===== src/rtl/mem_arb_pkg.sv =====
// -----------------------------------------------------------------------------
// mem_arb_pkg
// Shared types and widths for the IF/MEM unified-memory port arbiter.
//   arb_state_t : arbiter FSM states
//   gnt_t       : grant source decided in IDLE
//   LAT_CNT_W   : width of the access latency counter
//   STARVE_CNT_W: width of the fetch anti-starvation counter
// -----------------------------------------------------------------------------
package mem_arb_pkg;

    localparam int LAT_CNT_W    = 4;
    localparam int STARVE_CNT_W = 4;

    typedef enum logic [1:0] {
        IDLE   = 2'd0,
        BUSY_I = 2'd1,
        BUSY_D = 2'd2
    } arb_state_t;

    typedef enum logic [1:0] {
        GNT_NONE = 2'd0,
        GNT_IF   = 2'd1,
        GNT_D    = 2'd2
    } gnt_t;

endpackage


===== src/rtl/arb_starve_ctr.sv =====
// -----------------------------------------------------------------------------
// arb_starve_ctr
// Saturating counter of data grants made while a fetch is waiting.
//   clk, rst : clock, synchronous active-high reset
//   inc      : count one data grant (ignored once saturated)
//   clr      : clear to zero (wins over inc)
//   at_max   : count has reached STARVE_MAX, fetch must win the next conflict
// -----------------------------------------------------------------------------
module arb_starve_ctr
    import mem_arb_pkg::*;
#(
    parameter int STARVE_MAX = 4
) (
    input  logic clk,
    input  logic rst,
    input  logic inc,
    input  logic clr,
    output logic at_max
);

    logic [STARVE_CNT_W-1:0] cnt;

    assign at_max = (cnt == STARVE_CNT_W'(STARVE_MAX));

    always_ff @(posedge clk) begin
        if (rst) begin
            cnt <= '0;
        end else if (clr) begin
            cnt <= '0;
        end else if (inc && !at_max) begin
            cnt <= cnt + 1'b1;
        end
    end

endmodule


===== src/rtl/mem_port_arbiter.sv =====
// -----------------------------------------------------------------------------
// mem_port_arbiter
// Shares one single-port fixed-latency memory between instruction fetch (IF)
// and the MEM-stage data port. Data has priority; fetch is guaranteed a grant
// after STARVE_MAX consecutive data grants taken while it was waiting.
//
// Ports
//   clk, rst                      clock, synchronous active-high reset
//   if_req/if_addr                fetch request (level) and byte address
//   if_rdata/if_valid             fetched word and one-cycle done pulse
//   d_req/d_we/d_addr/d_wdata     data request (level), store flag, address, data
//   d_rdata/d_valid               load data and one-cycle done pulse
//   stall_if/stall_mem            combinational pipeline stalls
//   mem_en/mem_we/mem_addr/
//   mem_wdata/mem_rdata           memory interface, rdata valid MEM_LAT after en
//
// Optional build macro MEM_ARB_PERF_EN adds perf_if_grants, perf_d_grants and
// perf_conflicts (32-bit wrapping event counters).
// -----------------------------------------------------------------------------
module mem_port_arbiter
    import mem_arb_pkg::*;
#(
    parameter int ADDR_W     = 64,
    parameter int DATA_W     = 64,
    parameter int MEM_LAT    = 2,
    parameter int STARVE_MAX = 4
) (
    input  logic              clk,
    input  logic              rst,
    input  logic              if_req,
    input  logic [ADDR_W-1:0] if_addr,
    output logic [31:0]       if_rdata,
    output logic              if_valid,
    input  logic              d_req,
    input  logic              d_we,
    input  logic [ADDR_W-1:0] d_addr,
    input  logic [DATA_W-1:0] d_wdata,
    output logic [DATA_W-1:0] d_rdata,
    output logic              d_valid,
    output logic              stall_if,
    output logic              stall_mem,
    output logic              mem_en,
    output logic              mem_we,
    output logic [ADDR_W-1:0] mem_addr,
    output logic [DATA_W-1:0] mem_wdata,
    input  logic [DATA_W-1:0] mem_rdata
`ifdef MEM_ARB_PERF_EN
    ,
    output logic [31:0]       perf_if_grants,
    output logic [31:0]       perf_d_grants,
    output logic [31:0]       perf_conflicts
`endif
);

    arb_state_t           state_q, state_d;
    gnt_t                 gnt;
    logic [LAT_CNT_W-1:0] lat_cnt;
    logic                 acc_we;      // outstanding data access is a store
    logic                 busy;
    logic                 arb_en;
    logic                 done;
    logic                 starve_max;

    assign busy = (state_q != IDLE);

    // The valid-pulse cycle is the idle gap between accesses. The requester
    // that just finished still holds its old request there, so nobody is
    // arbitrated in that cycle; fresh requests are seen one cycle later.
    assign arb_en = !busy && !if_valid && !d_valid;

    // lat_cnt is held during the strobe cycle, so reaching 1 afterwards lines
    // up exactly with the cycle in which mem_rdata is valid.
    assign done = busy && !mem_en && (lat_cnt == LAT_CNT_W'(1));

    assign stall_if  = if_req & ~if_valid;
    assign stall_mem = d_req  & ~d_valid;

    arb_starve_ctr #(
        .STARVE_MAX(STARVE_MAX)
    ) u_starve (
        .clk   (clk),
        .rst   (rst),
        .inc   ((gnt == GNT_D) && if_req),
        .clr   ((gnt == GNT_IF) || (!busy && !if_req)),
        .at_max(starve_max)
    );

    // NOTE: every signal assigned in an always_comb gets a default first, so
    // no path leaves it unassigned and no latch is inferred.
    always_comb begin
        gnt = GNT_NONE;
        if (arb_en) begin
            if (d_req && (!if_req || !starve_max)) begin
                gnt = GNT_D;
            end else if (if_req) begin
                gnt = GNT_IF;
            end
        end
    end

    always_comb begin
        state_d = state_q;
        case (state_q)
            IDLE: begin
                if (gnt == GNT_IF) begin
                    state_d = BUSY_I;
                end else if (gnt == GNT_D) begin
                    state_d = BUSY_D;
                end
            end
            BUSY_I, BUSY_D: begin
                if (done) begin
                    state_d = IDLE;
                end
            end
            default: state_d = IDLE;
        endcase
    end

    // NOTE: registered state uses non-blocking assignments only, so every
    // flop samples the pre-edge values regardless of statement order.
    always_ff @(posedge clk) begin
        if (rst) begin
            state_q   <= IDLE;
            lat_cnt   <= '0;
            acc_we    <= 1'b0;
            mem_en    <= 1'b0;
            mem_we    <= 1'b0;
            mem_addr  <= '0;
            mem_wdata <= '0;
            if_valid  <= 1'b0;
            d_valid   <= 1'b0;
            if_rdata  <= '0;
            d_rdata   <= '0;
        end else begin
            state_q  <= state_d;
            mem_en   <= 1'b0;
            mem_we   <= 1'b0;
            if_valid <= 1'b0;
            d_valid  <= 1'b0;

            case (gnt)
                GNT_IF: begin
                    mem_en   <= 1'b1;
                    mem_addr <= if_addr;
                    acc_we   <= 1'b0;
                end
                GNT_D: begin
                    mem_en    <= 1'b1;
                    mem_we    <= d_we;
                    mem_addr  <= d_addr;
                    mem_wdata <= d_wdata;
                    acc_we    <= d_we;
                end
                default: ;
            endcase

            if (gnt != GNT_NONE) begin
                lat_cnt <= LAT_CNT_W'(MEM_LAT);
            end else if (busy && !mem_en && (lat_cnt != '0)) begin
                lat_cnt <= lat_cnt - 1'b1;
            end

            if (done) begin
                if (state_q == BUSY_I) begin
                    if_valid <= 1'b1;
                    if_rdata <= if_addr[2] ? mem_rdata[63:32] : mem_rdata[31:0];
                end else begin
                    d_valid <= 1'b1;
                    if (!acc_we) begin
                        d_rdata <= mem_rdata;
                    end
                end
            end
        end
    end

`ifdef MEM_ARB_PERF_EN
    always_ff @(posedge clk) begin
        if (rst) begin
            perf_if_grants <= '0;
            perf_d_grants  <= '0;
            perf_conflicts <= '0;
        end else begin
            if (gnt == GNT_IF) perf_if_grants <= perf_if_grants + 1'b1;
            if (gnt == GNT_D)  perf_d_grants  <= perf_d_grants + 1'b1;
            if (arb_en && if_req && d_req) perf_conflicts <= perf_conflicts + 1'b1;
        end
    end
`endif

endmodule


===== config.mk =====
export PLATFORM = sky130hd
export DESIGN_NAME = mem_port_arbiter
export DESIGN_NICKNAME = d
export VERILOG_FILES = /design/src/rtl/mem_arb_pkg.sv /design/src/rtl/arb_starve_ctr.sv /design/src/rtl/mem_port_arbiter.sv
export SDC_FILE = /design/constraint.sdc
export NUM_CORES = 1
export LEC_CHECK = 0
export CAP_MARGIN = 30
export CORE_AREA = 2 2 193 195
export CTS_CLUSTER_DIAMETER = 40
export DETAILED_ROUTE_END_ITERATION = 12
export DIE_AREA = 0 0 195 197
export SKIP_LAST_GASP = 1
export SYNTH_ARGS = -nofsm -noshare
export SYNTH_HDL_FRONTEND = slang
export SYNTH_SLANG_ARGS = --single-unit

===== constraint.sdc =====
create_clock -name clk -period 3.2 [get_ports clk]
set_clock_uncertainty 0.05 [all_clocks]
set_input_delay 0.8 -clock clk [delete_from_list [all_inputs] [get_ports clk]]
set_output_delay 0.8 -clock clk [all_outputs]
set_load 0.01 [all_outputs]

==> run_results.csv <==
group,metric,value,unit
run_status,status,"finished, final reports clean",
cts,numCtsBuffers,42,
job,max_cap_violations,0,
cts,ctsResizeCount,0,
cts,htreeDepth,2,
timing,slew_viol_final,0,
timing,hold_violations,0,
setup_path,crit_arrival,2.10,ns
timing,fin_setup_tns,0,ns
cts,cts.clk_slew.worst_paths,0.04,ns
setup_path,cp-end-kind,"output pin",
cells_and_area,layout.nets,1752,
grt,grt-ovfl-total,0,
die,dieArea,38400,um2
cells_and_area,syn2layout_area_growth,73.7,%
timing,rsz0062_at_grt,"false",
route,drt_iter0_drc,241,
route,wl,32500,um
timing,final.setup.worst_slack,0.245,ns
cells_and_area,fillers,3481,
grt,grt_pass1_vias,8953,
placement,dp_hpwl,24100,um
die,initial_utilization,26.2,%
logic_synthesis,syn_nets,1277,
placement,gp_congestion,0.783,
setup_path,cp.required,2.35,ns
cts,cts_hold_buf,0,
logic_synthesis,syn_area_per_cell,9.43,um2
logic_synthesis,synth_area,9490,um2
setup_path,critical_path.startpoint_type,"input port",
timing,finalCriticalPeriod,2.95,ns
setup_path,critical_path.max_stage_delay,0.62,ns
grt,grt_first_pass_wirelength,49500,um
pwr,p_per_area,683,nW/um2
die,coreArea,36300,um2
cells_and_area,ff_latch_area,4780,um2
route,drcViolationCount,0,
setup_path,cpLargestDelayFamily,"buffers and inverters",
timing,slew_headroom,49.3,%
setup_path,crit_chain,"clkdlybuf4s50_1, inv_1, nor2_1, clkdlybuf4s50_1",
cells_and_area,layout-drive-gt1-share,8.20,%
pwr,power,11.3,mW
placement,io_buffers,490,
logic_synthesis,ys_warn_count,0,
placement,place_inst,1905,
pwr,leakage,6.10,nW
cts,cts_tree,"done",
setup_path,cp_num_buf_inv,3,
placement,preCtsSetupSlack,0.182,ns
cts,post_cts_buffers,0,
setup_path,slowest_stage,"clkdlybuf4s50_1",
cts,clkLatencyLatePin,0.52,ns
logic_synthesis,ys_types,32,
route,drtPass1Iterations,4,
setup_path,worst_path_most_repeated_cell,"clkdlybuf4s50_1",
cts,cts.sinks,239,
route,num_vias,8806,
die,die_y,197,um
route,via_per_inst,4.45,
timing,setup_viol,0,
die,die_w,195,um
grt,track_usage,16.3,%
cells_and_area,final_cells,1981,
setup_path,worst-path-max-fanout,2,
pwr,peakVddDrop,0.000361,V
cells_and_area,diodes,0,
cts,clockRootBuffer,"clkbuf_16",
grt,antenna_found_initial,0,
logic_synthesis,ys_seq_area_share,50.4,%
logic_synthesis,synth_seq_cells,239,
die,core.rowCount,70,
timing,fin_crit_sh,92.3,%
cells_and_area,multi_input_area,4330,um2
cts,clockBufferDepth,3,
route,postRouteAntennaNets,0,
logic_synthesis,synthCells,1006,
route,avgRoutedWirePerCell,16.4,um
worst_hold_path,hold_class,"reg2reg",
timing,fmax,338,MHz
cells_and_area,final_area,16500,um2
placement,placed_cell_area,14900,um2
setup_path,setup.worst_path.class,"in2out",
timing,tightest_slew,0.761,ns
grt,grt_max_degree,87,
die,pin_count,491,
-- cell families (layout without fill, tap and decap cells) --
family / after synthesis / count (layout) / synth area share (%)
buffers and inverters: 92 / 599 / 4.43
XOR/XNOR: 6 / 6 / 0.554
AO/OA/AOI/OAI: 169 / 169 / 12.5
multiplexers: 162 / 162 / 17.1
adder cells (fa/ha/maj): 10 / 10 / 1.32
flip-flops: 239 / 239 / 50.4
AND/OR/NAND/NOR: 328 / 328 / 13.7
-- power breakdown --
part | internal (mW) | switching (mW)
registers | 3.37 | 0.205
clock network | 3.30 | 1.54
logic | 1.55 | 1.30
total | 8.22 | 3.05
-- worst paths after layout --
check / slack [ns] / cells past startpoint / from / to
hold / removal: 0.40 / 2 / d_rdata[38] / d_rdata[38]
setup / recovery: 0.25 / 4 / if_req / stall_if
hold reg to reg: 0.40 / 2 / d_rdata[38] / d_rdata[38]
setup reg to reg: 0.54 / 9 / state_q[1] / mem_addr[43]
-- cell type report --
type	count	share of cell area (%)
clock buffers	48	6.96
clock inverters	28	2.45
inverters	11	0.250
multi-input cells	675	26.3
flip-flops and latches	239	29.0
well taps	468	3.55
repair buffers	512	31.5
-- cells in the mapped netlist, drive strengths merged --
master   count  area (um2)
a21o         1        7.51
mux2i      161        1610
buf         32         195
nand3b       2        15.0
o21ai        2        10.0
nor4         2        27.5
xor2         3        26.3
a2111oi      1        15.0
a31oi        1        6.26
nor2b        2        12.5
dfxtp      239        4780
nand2b       2        12.5
a21oi       67         335
or3          1        6.26
xnor2        3        26.3
nand3        4        20.0
nand4        2        12.5
ha          10         125
nor3         2        10.0
clkbuf      49         184
nor2       175         657
nand4b       1        8.76
nand2      131         492
a21boi       1        7.51
mux2         1        11.3
and3         4        25.0
a211oi      96         806
inv         11        41.3
-- routing by layer --
layer,GRT usage [%],routed length [um],up-vias
li1,-,-,4408
met1,18.1,13000,3994
met2,29.0,15900,351
met3,5.60,2670,53
met4,5.82,934,0
met5,0,0,-
-- worst min-delay path, cell delays in order (launching register included) --
cell and delay [ns]:
dfxtp_1 0.30, nand2_1 0.05, a21oi_1 0.05
-- state kept, by name, indices dropped and copies added, names as in the netlist, 2 cells and up --
register / flops
if_rdata: 32
state_q: 2
d_rdata: 64
mem_wdata: 64
mem_addr: 64
lat_cnt: 4
u_starve.cnt: 4
-- per-stage QoR --
step	hold slack [ns]	utilization (%)
4_1_cts	0.403	45.5
3_3_place_gp	0.392	41.2
3_5_place_dp	0.396	41.2
6_report	0.399	45.5
5_1_grt	0.414	45.5
2_1_floorplan	0.387	-
-- layout by cell type (no fill, tap or decap), drive strengths merged --
master | synthesis | layout
inv | 11 | 13
clkinvlp | 0 | 8
nand4 | 2 | 2
mux2i | 161 | 161
nor3 | 2 | 2
nor2 | 175 | 175
nor2b | 2 | 2
nand2b | 2 | 2
clkdlybuf4s50 | 0 | 488
mux2 | 1 | 1
a21boi | 1 | 1
xor2 | 3 | 3
clkinv | 0 | 9
nand2 | 131 | 131
nand3b | 2 | 2
xnor2 | 3 | 3
bufinv | 0 | 9
clkbuf | 49 | 49
dfxtp | 239 | 239
ha | 10 | 10
nand4b | 1 | 1
or3 | 1 | 1
nor4 | 2 | 2
a21o | 1 | 1
and3 | 4 | 4
buf | 32 | 23
a211oi | 96 | 96
nand3 | 4 | 4
o21ai | 2 | 2
a2111oi | 1 | 1
a21oi | 67 | 67
a31oi | 1 | 1
Note: power is estimated with default switching activity, not from simulation.
==> edit (same settings) <==
`LAT_CNT_W`: 4 -> 3.
--- a/src/rtl/mem_arb_pkg.sv
+++ b/src/rtl/mem_arb_pkg.sv
@@ -8,7 +8,7 @@
 // -----------------------------------------------------------------------------
 package mem_arb_pkg;
 
-    localparam int LAT_CNT_W    = 4;
+    localparam int LAT_CNT_W    = 3;
     localparam int STARVE_CNT_W = 4;
 
     typedef enum logic [1:0] {
Check against the original RTL: same outputs for any inputs over 4 cycles, from zero or initial values and one cycle with rst high; that may be too few to reach the edited logic, so the function may still have changed.
==> edit against the unedited design <==
Wire length up 6.8%. Worst setup slack better by 0.052 ns. First-iteration DRC count up 1.2%. Via count up 1.7%. Design area up 3.9%. Synthesized area up 7.0%. Sequential cell count down 1. Total power up 7.1%. Highest routed layer unchanged.
==> edit: results (changes against the unedited design) <==
status=finished clean; WL final=34700 um (+6.8%); CP max stage delay=0.56 ns (-0.06 ns); vias in the first global route=9088 (+1.5%); sequential area share after synthesis=46.9% (-3.5 points); IO buf count=490 (unchanged); All-Layer GR Usage=17.2% (+0.89 points); total CTS buffers=45 (+7.1%); number of antenna violations at the first check in global routing=1 (+1); leading post-synthesis cells by cell area=dfxtp_1, mux2i_1, nand2b_1; 1st-iter DRT viols=244 (+1.2%); Worst-Skew Late Latency=0.54 ns (+0.02 ns); Hold WS=0.420 ns (+0.0209 ns); Via Count=8959 (+1.7%); cts repair resizes=0 (unchanged); clock share of power=40.1% (-2.9 points); largest net degree at the start of global routing=109 (+25%); layout cells sized above 1=7.42% (-0.77 points); crit-path max FO=3 (+1); # H-tree levels=2 (unchanged); sw power=0.00351 W (+15%); DP Area=15600 um2 (+4.2%); LEAKAGE=6.31 nW (+3.5%); register-to-register setup slack=0.70 ns (+0.16 ns); maximum vdd drop=0.392 mV (+8.7%); routability-driven placement congestion ratio=0.813 (+3.8%); Worst EP arrival=2.05 ns (-0.05 ns); final net count=1759 (+0.40%); drt first pass iters=6 (+2); DPL Wire Length=25300 um (+4.8%); Post-synth top cells=dfxtp_1, mux2i_1, nor2_1; first-pass GRT wire length=52200 um (+5.4%)
-- edit: changes by cell type after synthesis, moves of 4 or more --
cell / change
buf_12: +6
nand3_1: +8
a211oi_2: -17
buf_4: -9
nand2_1: -126
nor2_1: -42
mux2i_1: +65
a21oi_1: -32
clkbuf_1: +8
buf_1: +4
nand2b_1: +129
a211oi_1: +18
-- edit: worst paths after layout --
kind,start,to,depth (start not counted)
max,d_req,stall_mem,3
max reg2reg,state_q[1],mem_addr[48],9
min reg2reg,d_rdata[11],d_rdata[11],2
min,d_rdata[11],d_rdata[11],2
-- edit: cell families after synthesis --
kind of cell / synth area share, %
flip-flops: 46.9
AO/OA/AOI/OAI: 9.31
AND/OR/NAND/NOR: 15.2
multiplexers: 22.3
XOR/XNOR: 0.0863
buffers and inverters: 4.84
adder cells (fa/ha/maj): 1.36
-- edit: layout make-up --
type,instances,area [um2]
Fill cell,3448,19100
Timing Repair Buffer,518,5240
Clock buffer,55,1240
Clock inverter,27,328
Multi-Input combinational cell,676,4950
Antenna cell,1,2.50
Sequential cell,238,4760
Inverter,8,30.0
Tap cell,468,586
-- edit: worst max-delay path: cells and delay by family --
kind / cells / cell delay [ns]
buf+inv: 2 / 1.11
simple gates: 1 / 0.15
-- edit: through the flow --
step / std cells / worst slack (ns) / util, %
2_1_floorplan: 1009 / 0.744 / -
3_3_place_gp: 1908 / 0.172 / 42.9
3_5_place_dp: 1908 / 0.0805 / 42.9
4_1_cts: 1990 / 0.291 / 47.3
5_1_grt: 1991 / 0.244 / 47.3
6_report: 1991 / 0.298 / 47.3
-- edit: power by group through the flow --
stage | clock [W] | sequential [W] | combinational (W)
after global routing | 0.00511 | 0.00373 | 0.00384
after CTS | 0.00497 | 0.00367 | 0.00360
after detailed placement | 0 | 0.00372 | 0.00359
after global placement | 0 | 0.00372 | 0.00354
after floorplan | 0 | 0.00389 | 0.00166
final | 0.00484 | 0.00367 | 0.00356
-- edit: metal layers --
| metal | track usage, % | vias to the layer above | wire [um] |
|---|---|---|---|
| li1 | - | 4475 | - |
| met1 | 19.9 | 4137 | 14100 |
| met2 | 30.3 | 292 | 17300 |
| met3 | 4.64 | 55 | 2290 |
| met4 | 6.59 | 0 | 1030 |
| met5 | 0 | - | 0 |
